## src/rtl/m_tx_frame_arb_if.sv

```systemverilog
// Request/transmit bundle between the frame requesters, the byte transmitter
// and the response-path arbiter.
interface m_tx_frame_arb_if;
    logic [1:0]  i_req;
    logic [7:0]  i_cmd0;
    logic [23:0] i_data0;
    logic [7:0]  i_cmd1;
    logic [23:0] i_data1;
    logic [1:0]  o_ack;
    logic        o_tx_en;
    logic [7:0]  o_tx_data;
    logic        i_tx_done;
    logic        o_busy;
    logic        o_gnt_id;
    logic        o_frame_done;
    logic        o_err;

    modport slave (
        input  i_req, i_cmd0, i_data0, i_cmd1, i_data1, i_tx_done,
        output o_ack, o_tx_en, o_tx_data, o_busy, o_gnt_id, o_frame_done, o_err
    );

    modport master (
        output i_req, i_cmd0, i_data0, i_cmd1, i_data1, i_tx_done,
        input  o_ack, o_tx_en, o_tx_data, o_busy, o_gnt_id, o_frame_done, o_err
    );
endinterface

```

## src/rtl/m_tx_frame_arb.sv

```systemverilog
// Round-robin arbiter for two frame requesters that sequences a shared byte
// transmitter through a 7-byte frame: header, length, cmd, 3 payload, checksum.
module m_tx_frame_arb #(
    parameter logic [7:0] HEADER      = 8'h40,
    parameter logic [7:0] LEN         = 8'h05,
    parameter int         TIMEOUT_CYC = 8191
) (
    input  logic              i_clk,
    input  logic              i_rst_n,
    m_tx_frame_arb_if.slave   bus
);

    // ACK sits between the grant edge and the first SEND so o_ack pulses
    // one cycle after the grant and the first byte starts one cycle later.
    typedef enum logic [1:0] {IDLE, ACK, SEND, WAIT} state_e;

    state_e      state_q, state_d;
    logic [2:0]  idx_q, idx_d;
    logic [7:0]  acc_q, acc_d;
    logic [15:0] cnt_q, cnt_d;
    logic [7:0]  cmd_q, cmd_d;
    logic [23:0] data_q, data_d;
    logic        gnt_q, gnt_d;
    logic        last_q, last_d;
    logic [1:0]  ack_q, ack_d;
    logic        tx_en_q, tx_en_d;
    logic [7:0]  tx_data_q, tx_data_d;
    logic        busy_q, busy_d;
    logic        done_q, done_d;
    logic        err_q, err_d;

    logic        win;
    logic [7:0]  cur_byte;

    assign win = bus.i_req[1] & (~bus.i_req[0] | ~last_q);

    always_comb begin
        cur_byte = HEADER;
        unique case (idx_q)
            3'd0:    cur_byte = HEADER;
            3'd1:    cur_byte = LEN;
            3'd2:    cur_byte = cmd_q;
            3'd3:    cur_byte = data_q[23:16];
            3'd4:    cur_byte = data_q[15:8];
            3'd5:    cur_byte = data_q[7:0];
            default: cur_byte = (~acc_q) + 8'd1;
        endcase
    end

    always_comb begin
        state_d   = state_q;
        idx_d     = idx_q;
        acc_d     = acc_q;
        cnt_d     = cnt_q;
        cmd_d     = cmd_q;
        data_d    = data_q;
        gnt_d     = gnt_q;
        last_d    = last_q;
        ack_d     = 2'b00;
        tx_en_d   = 1'b0;
        tx_data_d = tx_data_q;
        busy_d    = busy_q;
        done_d    = 1'b0;
        err_d     = 1'b0;

        unique case (state_q)
            IDLE: begin
                if (bus.i_req != 2'b00) begin
                    cmd_d   = win ? bus.i_cmd1 : bus.i_cmd0;
                    data_d  = win ? bus.i_data1 : bus.i_data0;
                    gnt_d   = win;
                    last_d  = win;
                    busy_d  = 1'b1;
                    idx_d   = 3'd0;
                    acc_d   = 8'd0;
                    state_d = ACK;
                end
            end
            ACK: begin
                ack_d   = gnt_q ? 2'b10 : 2'b01;
                state_d = SEND;
            end
            SEND: begin
                tx_en_d   = 1'b1;
                tx_data_d = cur_byte;
                acc_d     = acc_q + cur_byte;
                cnt_d     = 16'd0;
                state_d   = WAIT;
            end
            WAIT: begin
                // A done arriving on the timeout edge still wins over the abort.
                if (bus.i_tx_done) begin
                    if (idx_q == 3'd6) begin
                        done_d  = 1'b1;
                        busy_d  = 1'b0;
                        state_d = IDLE;
                    end else begin
                        idx_d   = idx_q + 3'd1;
                        state_d = SEND;
                    end
                end else if (cnt_q == 16'(TIMEOUT_CYC - 1)) begin
                    err_d   = 1'b1;
                    busy_d  = 1'b0;
                    state_d = IDLE;
                end else begin
                    cnt_d = cnt_q + 16'd1;
                end
            end
            default: state_d = IDLE;
        endcase
    end

    always_ff @(posedge i_clk or negedge i_rst_n) begin
        if (!i_rst_n) begin
            state_q   <= IDLE;
            idx_q     <= 3'd0;
            acc_q     <= 8'd0;
            cnt_q     <= 16'd0;
            cmd_q     <= 8'd0;
            data_q    <= 24'd0;
            gnt_q     <= 1'b0;
            last_q    <= 1'b1;
            ack_q     <= 2'b00;
            tx_en_q   <= 1'b0;
            tx_data_q <= 8'd0;
            busy_q    <= 1'b0;
            done_q    <= 1'b0;
            err_q     <= 1'b0;
        end else begin
            state_q   <= state_d;
            idx_q     <= idx_d;
            acc_q     <= acc_d;
            cnt_q     <= cnt_d;
            cmd_q     <= cmd_d;
            data_q    <= data_d;
            gnt_q     <= gnt_d;
            last_q    <= last_d;
            ack_q     <= ack_d;
            tx_en_q   <= tx_en_d;
            tx_data_q <= tx_data_d;
            busy_q    <= busy_d;
            done_q    <= done_d;
            err_q     <= err_d;
        end
    end

    assign bus.o_ack        = ack_q;
    assign bus.o_tx_en      = tx_en_q;
    assign bus.o_tx_data    = tx_data_q;
    assign bus.o_busy       = busy_q;
    assign bus.o_gnt_id     = gnt_q;
    assign bus.o_frame_done = done_q;
    assign bus.o_err        = err_q;

endmodule

```

## src/flat_wrapper.sv

```systemverilog
// flat-port wrapper written by rule: the top's interface ports become plain ports
module m_tx_frame_arb_flat 
#(
    parameter logic [7:0] HEADER      = 8'h40,
    parameter logic [7:0] LEN         = 8'h05,
    parameter int         TIMEOUT_CYC = 8191
)
  (i_clk, i_rst_n, bus_i_req, bus_i_cmd0, bus_i_data0, bus_i_cmd1, bus_i_data1, bus_i_tx_done, bus_o_ack, bus_o_tx_en, bus_o_tx_data, bus_o_busy, bus_o_gnt_id, bus_o_frame_done, bus_o_err);
  m_tx_frame_arb_if bus_i ();
  input  logic i_clk;
  input  logic i_rst_n;
  input wire logic [$bits(bus_i.i_req)-1:0] bus_i_req;
  input wire logic [$bits(bus_i.i_cmd0)-1:0] bus_i_cmd0;
  input wire logic [$bits(bus_i.i_data0)-1:0] bus_i_data0;
  input wire logic [$bits(bus_i.i_cmd1)-1:0] bus_i_cmd1;
  input wire logic [$bits(bus_i.i_data1)-1:0] bus_i_data1;
  input wire logic [$bits(bus_i.i_tx_done)-1:0] bus_i_tx_done;
  output wire logic [$bits(bus_i.o_ack)-1:0] bus_o_ack;
  output wire logic [$bits(bus_i.o_tx_en)-1:0] bus_o_tx_en;
  output wire logic [$bits(bus_i.o_tx_data)-1:0] bus_o_tx_data;
  output wire logic [$bits(bus_i.o_busy)-1:0] bus_o_busy;
  output wire logic [$bits(bus_i.o_gnt_id)-1:0] bus_o_gnt_id;
  output wire logic [$bits(bus_i.o_frame_done)-1:0] bus_o_frame_done;
  output wire logic [$bits(bus_i.o_err)-1:0] bus_o_err;
  assign bus_i.i_req = bus_i_req;
  assign bus_i.i_cmd0 = bus_i_cmd0;
  assign bus_i.i_data0 = bus_i_data0;
  assign bus_i.i_cmd1 = bus_i_cmd1;
  assign bus_i.i_data1 = bus_i_data1;
  assign bus_i.i_tx_done = bus_i_tx_done;
  assign bus_o_ack = bus_i.o_ack;
  assign bus_o_tx_en = bus_i.o_tx_en;
  assign bus_o_tx_data = bus_i.o_tx_data;
  assign bus_o_busy = bus_i.o_busy;
  assign bus_o_gnt_id = bus_i.o_gnt_id;
  assign bus_o_frame_done = bus_i.o_frame_done;
  assign bus_o_err = bus_i.o_err;
  m_tx_frame_arb #(.HEADER(HEADER), .LEN(LEN), .TIMEOUT_CYC(TIMEOUT_CYC)) u_core (.i_clk(i_clk), .i_rst_n(i_rst_n), .bus(bus_i));
endmodule
```

## config.mk

```make
export PLATFORM = sky130hd
export DESIGN_NAME = m_tx_frame_arb_flat
export DESIGN_NICKNAME = d
export VERILOG_FILES = /design/src/rtl/m_tx_frame_arb_if.sv /design/src/rtl/m_tx_frame_arb.sv /design/src/flat_wrapper.sv
export SDC_FILE = /design/constraint.sdc
export NUM_CORES = 1
export LEC_CHECK = 0
export BUFFER_PORTS_ARGS = -buffer_cell sky130_fd_sc_hd__buf_2
export CORE_MARGIN = 5
export CORE_UTILIZATION = 52
export CTS_BUF_LIST = sky130_fd_sc_hd__clkbuf_8
export DETAILED_ROUTE_END_ITERATION = 7
export PLACE_DENSITY = 0.76
export REMOVE_ABC_BUFFERS = 1
export SYNTH_ARGS = -nofsm -noshare
export SYNTH_HDL_FRONTEND = slang
export SYNTH_SLANG_ARGS = --single-unit
```

## constraint.sdc

```tcl
create_clock -name i_clk -period 3.67 [get_ports i_clk]
set_input_delay 0 -clock i_clk [delete_from_list [all_inputs] [get_ports i_clk]]
set_output_delay 0 -clock i_clk [all_outputs]
set_load 0.01 [all_outputs]
```

==> flow_metrics.env, run 1 <==
export IMPL_status="finished, final reports clean"
export IMPL_drive_above_1_share=0.201
export IMPL_cts_setup_buffers=0
export IMPL_clk_pin_slew_ns=0.08
export IMPL_powerDensity_nw_per_um2=773
export IMPL_ys_flop_type="dfrtp_1"
export IMPL_first_pass_iters=4
export IMPL_holdPathStages=3
export IMPL_row_count=33
export IMPL_syn_inst=468
export IMPL_initial_utilization=0.527
export IMPL_yosysSeqAreaShare=0.450
export IMPL_place_inst=637
export IMPL_synth_top_area_cell="dfrtp_1"
export IMPL_path_class="reg -> reg"
export IMPL_grt_max_degree=78
export IMPL_finalNonFillerCells=718
export IMPL_coreArea_um2=8130
export IMPL_final_util=0.695
export IMPL_n_antenna_cell=0
export IMPL_required_ns=3.90
export IMPL_antenna_found_initial=0
export IMPL_worstPathBufferInverterCount=1
export IMPL_syn_area_per_cell_um2=9.16
export IMPL_fin_crit_sh=0.948
export IMPL_dp_final_hpwl_um=7030
export IMPL_overflow=0
export IMPL_cp_top_family="adder cells"
export IMPL_worst_path_largest_cell_delay_ns=0.43
export IMPL_pre_cts_ws_ns=0.118
export IMPL_clk_latency_ns=0.35
export IMPL_clock_skew_ns=0.0142
export IMPL_ys_ff_latch=77
export IMPL_routedWlPerCell_um=16.2
export IMPL_cp_arrival_ns=3.71
export IMPL_start_kind="flip-flop"
export IMPL_cp_max_fo=6
export IMPL_path_common_cell="ha_1"
export IMPL_gp_congestion=0.854
export IMPL_synth_edff_count=0
export IMPL_setup_ws_ns=0.191
export IMPL_slew_viol_final=0
export IMPL_drt_initial_drc_count=205
export IMPL_fill_cells=584
export IMPL_p_leak_nw=2.64
export IMPL_setup_viol=0
export IMPL_slew_headroom=0.354
export IMPL_clock_sinks=77
export IMPL_nets=693
export IMPL_num_io_pins=84
export IMPL_synthTopCellsByArea="dfrtp_1 (44%), mux2i_1 (7.7%), a21oi_1 (6.1%), nor2_1 (5.1%), nand2_1 (4.5%)"
export IMPL_synth_warnings=0
export IMPL_clock_fmax_mhz=287
export IMPL_syn_area_um2=4290
export IMPL_min_period_ns=3.48
export IMPL_ff2ff_path_depth=14
export IMPL_crit_path_cell_trace="ha_1, ha_1, or3_4, or2_2, a31oi_2, ha_2, inv_1, fa_1, nor2b_1, o21ai_1, a21boi_1, o21a_1, o21ai_0, a32o_1"
export IMPL_htreeDepth=3
export IMPL_grt_pass1_vias=4224
export IMPL_endpoint_kind="flip-flop"
export IMPL_hp_class="in -> reg"
export IMPL_peakVddDrop_v=0.000333
export IMPL_drv_cap=0
export IMPL_numPortBuffers=83
export IMPL_synthArstFlopShare=1.00
export IMPL_ys_types=57
export IMPL_die_area_um2=10200
export IMPL_root_buffer="clkbuf_8"
export IMPL_cts_max_path_buffers=2
export IMPL_fp_dieW_um=101
export IMPL_fp_dieH_um=101
export IMPL_seq_area_um2=1930
export IMPL_post_route_drc_count=0
export IMPL_ant_nets=0
export IMPL_grt_first_pass_wirelength_um=19200
export IMPL_cp_slowest_cell="dfrtp_1"
export IMPL_multi_input_area_um2=2190
export IMPL_vias_per_cell=5.69
export IMPL_synthToLayoutAreaGrowth_pct=31.9
export IMPL_cts_buffers_inserted=9
export IMPL_hold_viol_final=0
export IMPL_crit_cells=14
export IMPL_cts_tree="built"
export IMPL_vias=4082
export IMPL_wl_um=11700
export IMPL_synth_top_area_frac=0.444
export IMPL_track_usage=0.237
export IMPL_worstMarginPinSlew_ns=0.970
-- through the flow --
step | power [mW] | setup TNS [ns] | area [um2] | hold slack (ns)
2_1_floorplan | 2.91 | -23.94 | 4160 | -0.296
3_3_place_gp | 3.40 | 0 | 4780 | 0.204
3_5_place_dp | 3.51 | 0 | 4780 | 0.211
4_1_cts | 4.25 | 0 | 5630 | 0.0134
5_1_grt | 4.74 | -0.0708 | 5650 | 0.0387
6_report | 4.37 | 0 | 5650 | 0.0340
-- cell type report --
cell class,instances,area share
clock buffers,10,0.0243
clock inverters,6,0.0113
inverters,20,0.0133
multi-input cells,344,0.387
flip-flops and latches,77,0.341
well taps,105,0.0232
repair buffers,156,0.200
-- worst reg2reg max path, delay by kind of cell (launching register included) --
family	cells	cell delay [ns]
adders and majority gates	4	1.04
AOI/OAI and AO/OA	6	1.02
and+or+nand+nor	3	0.83
DFF	1	0.43
buffers and inverters	1	0.05
-- worst paths after layout --
kind	startpoint	endpoint	slack, ns
worst max-delay path	u_core.idx_q[0]$_DFFE_PN0P_	u_core.acc_q[6]$_DFFE_PN0P_	0.19
worst min-delay path	bus_i_tx_done	u_core.bus.o_frame_done$_DFF_PN0_	0.03
worst max register to register	u_core.idx_q[0]$_DFFE_PN0P_	u_core.acc_q[6]$_DFFE_PN0P_	0.19
worst min register to register	u_core.bus.o_gnt_id$_DFFE_PN0P_	u_core.bus.o_ack[0]$_DFF_PN0_	0.45
max in group asynchronous	i_rst_n	u_core.acc_q[1]$_DFFE_PN0P_	2.69
min in group asynchronous	i_rst_n	u_core.cnt_q[12]$_DFFE_PN0P_	0.30
-- power breakdown --
| group | switching [mW] | internal [mW] | total [mW] | leakage (nW) |
|---|---|---|---|---|
| clock | 0.320 | 0.332 | 0.652 | 0.104 |
| combinational | 1.27 | 0.981 | 2.25 | 1.60 |
| sequential | 0.280 | 1.19 | 1.46 | 0.942 |
| total | 1.87 | 2.50 | 4.37 | 2.64 |
-- layer usage --
layer	global-route usage	up-vias	wire length [um]
met1	0.280	1956	4690
met2	0.428	156	6010
met5	0	-	0
met4	0.0922	0	310
li1	-	1937	-
met3	0.0381	33	656
-- cells in the final DEF, fill, tap and decap left out, types with 2 or more instances in the layout --
cell and n:
mux2i_1 33, a21o_1 2, nand4_1 6, o31ai_1 2, nand3_1 11, o211ai_1 3, a22oi_1 4, a31oi_1 6
and2_1 3, dlygate4sd3_1 65, o21ai_0 19, nand2_1 51, o21ai_1 3, a22o_1 7, a21oi_1 52, clkbuf_8 10
mux2_2 2, nor3_1 7, or3_1 2, dfrtp_1 76, buf_4 9, nor4_1 4, xnor2_1 4, a32o_1 2
and3_1 5, buf_2 82, ha_1 14, nor2_1 58, or2_2 2, a221o_1 2, a211o_1 2, inv_1 20
nor3b_1 3, clkinv_4 2, xor2_1 10
-- cell families (layout without fill, tap and decap cells) --
family,Yosys count,in the layout,share of synthesized area
DFF,77,77,0.450
and+or+nand+nor,161,161,0.173
xor gates and xnor gates,14,14,0.0286
muxes,35,35,0.0823
adders and majority gates,16,16,0.0485
buffers and inverters,47,192,0.0470
AOI/OAI and AO/OA,118,118,0.171
-- Yosys cell counts, types with 2 or more instances --
cell type  count
a221o_1        2
and2_1         3
nor4_1         4
buf_4          2
a21boi_0       2
a22o_1         7
or3_1          3
mux2_2         2
a21o_1         2
and3_1         5
buf_1          5
xor2_1        10
clkbuf_1      11
mux2i_1       33
o21a_1         2
o211ai_1       3
a211o_1        2
o21ai_0       20
a21oi_1       52
a22oi_1        4
nand4_1        6
nor3_1         7
nand2_1       51
nor3b_1        3
inv_1         19
buf_2          8
o31ai_1        2
a32o_1         2
o21ai_1        2
dfrtp_1       76
a31oi_1        7
nand3_1       11
nor2_1        58
ha_1          15
xnor2_1        4
or2_2          2
-- flip-flops by register name, indices dropped and copies added (netlist names), 2 cells and up --
name,flops
u_core.bus.o_tx_data,8
u_core.data_q,24
u_core.state_q,2
u_core.acc_q,8
u_core.cmd_q,8
u_core.idx_q,3
u_core.bus.o_ack,2
u_core.cnt_q,16
-- what timing repair did --
item	CTS	global route
hold endpoints to repair	108	0
resized for setup	0	6
hold buffers	65	0
setup endpoints to repair	0	2
Note: power is estimated with default switching activity, not from simulation.
==> inputs of run 2 (changes only) <==
--- a/config.mk
+++ b/config.mk
@@ -5,9 +5,10 @@
 export SDC_FILE = /design/constraint.sdc
 export NUM_CORES = 1
 export LEC_CHECK = 0
+export ABC_AREA = 1
 export BUFFER_PORTS_ARGS = -buffer_cell sky130_fd_sc_hd__buf_2
 export CORE_MARGIN = 5
-export CORE_UTILIZATION = 52
+export CORE_UTILIZATION = 55
 export CTS_BUF_LIST = sky130_fd_sc_hd__clkbuf_8
 export DETAILED_ROUTE_END_ITERATION = 7
 export PLACE_DENSITY = 0.76
==> constraint.sdc (replaced) <==
create_clock -name i_clk -period 4.2 [get_ports i_clk]
set_input_delay 0 -clock i_clk [delete_from_list [all_inputs] [get_ports i_clk]]
set_output_delay 0 -clock i_clk [all_outputs]
set_load 0.01 [all_outputs]
==> run 2 against run 1 <==
  * The flow now finishes with violations (hold timing)
  * Via count up 10%
  * Die area decreased by 3.7%
  * Largest cell class unchanged
  * Worst hold slack got worse by 0.041 ns
  * Synthesized area rose by 1.4%
  * First-iteration DRC count up 34%
  * Cell area about the same
  * Critical endpoint is now u_core.cmd_q[2]$_DFFE_PN0P_
  * Global-route usage is 1.8 points higher
  * Critical path type unchanged
==> flow_metrics.env, run 2 <==
export IMPL_violations="hold timing"
export IMPL_ff2ff_path_depth=6
export IMPL_coreArea_um2=7730
export IMPL_fin_crit_sh=0.805
export IMPL_hp_start="bus_i_data0[7]"
export IMPL_ys_ff_latch=77
export IMPL_slew_viol_final=0
export IMPL_place_inst=723
export IMPL_overflow=0
export IMPL_worstMarginPinSlew_ns=1.12
export IMPL_ant_nets=0
export IMPL_routedWlPerCell_um=15.3
export IMPL_nets=780
export IMPL_grt_pass1_vias=4423
export IMPL_switchingPower_mw=1.70
export IMPL_synthTopCellsByArea="dfrtp_1 (44%), nand2_1 (9.1%), o21ai_0 (7.8%), nor2_1 (5.6%), inv_1 (5.5%)"
export IMPL_cts_tree="built"
export IMPL_syn_area_per_cell_um2=7.83
export IMPL_cp_arrival_ns=3.63
export IMPL_antenna_found_initial=0
export IMPL_row_count=32
export IMPL_min_period_ns=3.38
export IMPL_synth_most_common_cell="nand2_1"
export IMPL_setup_viol=0
export IMPL_hp_class="in -> reg"
export IMPL_track_usage=0.255
export IMPL_cp_max_fo=33
export IMPL_cts_resized=0
export IMPL_finalSetupTns_ns=0
export IMPL_endpoint_kind="flip-flop"
export IMPL_fp_dieH_um=98.9
export IMPL_startpoint="u_core.last_q$_DFFE_PN1P_"
export IMPL_synthArstFlopShare=1.00
export IMPL_power_mw=3.92
export IMPL_numPortBuffers=83
export IMPL_setup_ws_ns=0.817
export IMPL_initial_utilization=0.562
export IMPL_num_io_pins=84
export IMPL_die_area_um2=9780
export IMPL_holdPathStages=3
export IMPL_final_util=0.732
export IMPL_start_kind="flip-flop"
export IMPL_htreeDepth=3
export IMPL_seq_power_share=0.308
export IMPL_synth_top_area_frac=0.438
export IMPL_postPlaceCellArea_um2=4810
export IMPL_fp_dieW_um=98.9
export IMPL_synthToLayoutAreaGrowth_pct=30.3
export IMPL_ys_types=38
export IMPL_synth_warnings=0
export IMPL_largest_reg_flops=24
export IMPL_grt_first_pass_wirelength_um=20500
export IMPL_swShare=0.433
export IMPL_powerDensity_nw_per_um2=693
export IMPL_finalNonFillerCells=802
export IMPL_pre_cts_ws_ns=1.28
export IMPL_synth_common_cells="nand2_1 (105), dfrtp_1 (76), o21ai_0 (68)"
export IMPL_syn_area_um2=4340
export IMPL_final_area_um2=5660
export IMPL_internal_power_mw=2.22
export IMPL_first_pass_iters=5
export IMPL_cts_max_path_buffers=2
export IMPL_p_leak_nw=2.82
export IMPL_synth_top_area_cell="dfrtp_1"
export IMPL_clock_sinks=77
export IMPL_hold_slack_ns=-0.00675
export IMPL_yosysSeqAreaShare=0.444
export IMPL_clk_latency_ns=0.36
export IMPL_regMostFlops="u_core.data_q"
export IMPL_cts_buffers_inserted=9
export IMPL_drv_cap=0
export IMPL_drt_initial_drc_count=275
export IMPL_wl_um=12200
export IMPL_vias_per_cell=5.60
export IMPL_gp_congestion=0.885
export IMPL_grt_max_degree=78
export IMPL_dp_final_hpwl_um=7620
export IMPL_clockPowerShare=0.164
export IMPL_root_buffer="clkbuf_8"
export IMPL_path_class="reg -> reg"
export IMPL_final_common_cell="nand2_1"
export IMPL_peakVddDrop_v=0.000377
export IMPL_synth_edff_count=0
export IMPL_post_route_drc_count=0
export IMPL_regToRegStartpoint="u_core.last_q$_DFFE_PN1P_"
export IMPL_clock_fmax_mhz=296
export IMPL_combPwrFrac=0.528
export IMPL_clock_skew_ns=0.0131
export IMPL_vias=4489
export IMPL_reg_largest_list="u_core.data_q: 24 flops, u_core.cnt_q: 16 flops"
export IMPL_n_antenna_cell=0
export IMPL_clk_pin_slew_ns=0.09
export IMPL_fill_cells=561
export IMPL_hold_viol_final=1
export IMPL_drive_above_1_share=0.183
export IMPL_rsz0062_at_grt="false"
export IMPL_ys_flop_type="dfrtp_1"
export IMPL_slew_headroom=0.254
export IMPL_required_ns=4.45
export IMPL_final_cell_mix="nand2_1 (105), buf_2 (82), dfrtp_1 (76)"
export IMPL_syn_inst=555
export IMPL_status="finished, violations left"
## run 2: cell types whose count changed in the layout (fill, tap and decap cells not counted), moves of 29 or more
cell | previous run | this run
nand2_1 | 51 | 105
o21ai_0 | 19 | 68
inv_1 | 20 | 65
a21oi_1 | 52 | 14
mux2i_1 | 33 | 0
o22ai_1 | 1 | 30
## run 2: logic make-up after synthesis
group           Yosys count  share of synthesized area
fa+ha+maj                16                     0.0478
simple gates            235                      0.240
compound gates          134                      0.176
buf+inv                  87                     0.0798
xor+xnor                  6                     0.0121
flops                    77                      0.444
## run 2: power by group through the flow
stage	registers, mW	clock network (mW)	logic [mW]
after floorplan	1.19	0	1.24
after global placement	1.20	0	1.66
after detailed placement	1.20	0	1.72
after CTS	1.20	0.635	2.01
after global routing	1.24	0.676	2.31
final	1.21	0.641	2.07
## run 2: worst paths after layout
kind | to | slack (ns)
min in group asynchronous | u_core.bus.o_tx_data[1]$_DFFE_PN0P_ | 0.31
max reg2reg | u_core.cmd_q[2]$_DFFE_PN0P_ | 0.82
min reg2reg | u_core.bus.o_ack[0]$_DFF_PN0_ | 0.46
max | u_core.cmd_q[2]$_DFFE_PN0P_ | 0.82
min | u_core.data_q[7]$_DFFE_PN0P_ | -0.007
max in group asynchronous | u_core.bus.o_tx_data[5]$_DFFE_PN0P_ | 3.19
## run 2: what timing repair did
action | CTS | global route
setup endpoints to repair | 0 | 0
hold endpoints to repair | 109 | 0
hold buffers | 63 | 0
setup buffers | 0 | 0
## run 2: cell type report
class	count	area, um2	area share
sequential	77	1930	0.341
clock buffer	10	138	0.0243
inverter	70	263	0.0464
multi-input combinational	391	2070	0.366
clock inverter	6	85.1	0.0150
timing repair buffer	146	1050	0.185
tap	102	128	0.0226
## run 2: layer usage
metal	vias to the layer above	GRT usage	wire [um]
met1	2113	0.324	5030
met2	215	0.438	6000
met5	-	0	0
met3	34	0.0425	936
li1	2127	-	-
met4	0	0.0914	274
## run 2: critical path: stages (launching register included)
cell and delay [ns]:
dfstp_2 0.54, nand2_1 0.04, nand2_1 0.80, inv_1 0.71
o21ai_0 0.45, o22ai_1 0.13, dlygate4sd3_1 0.59
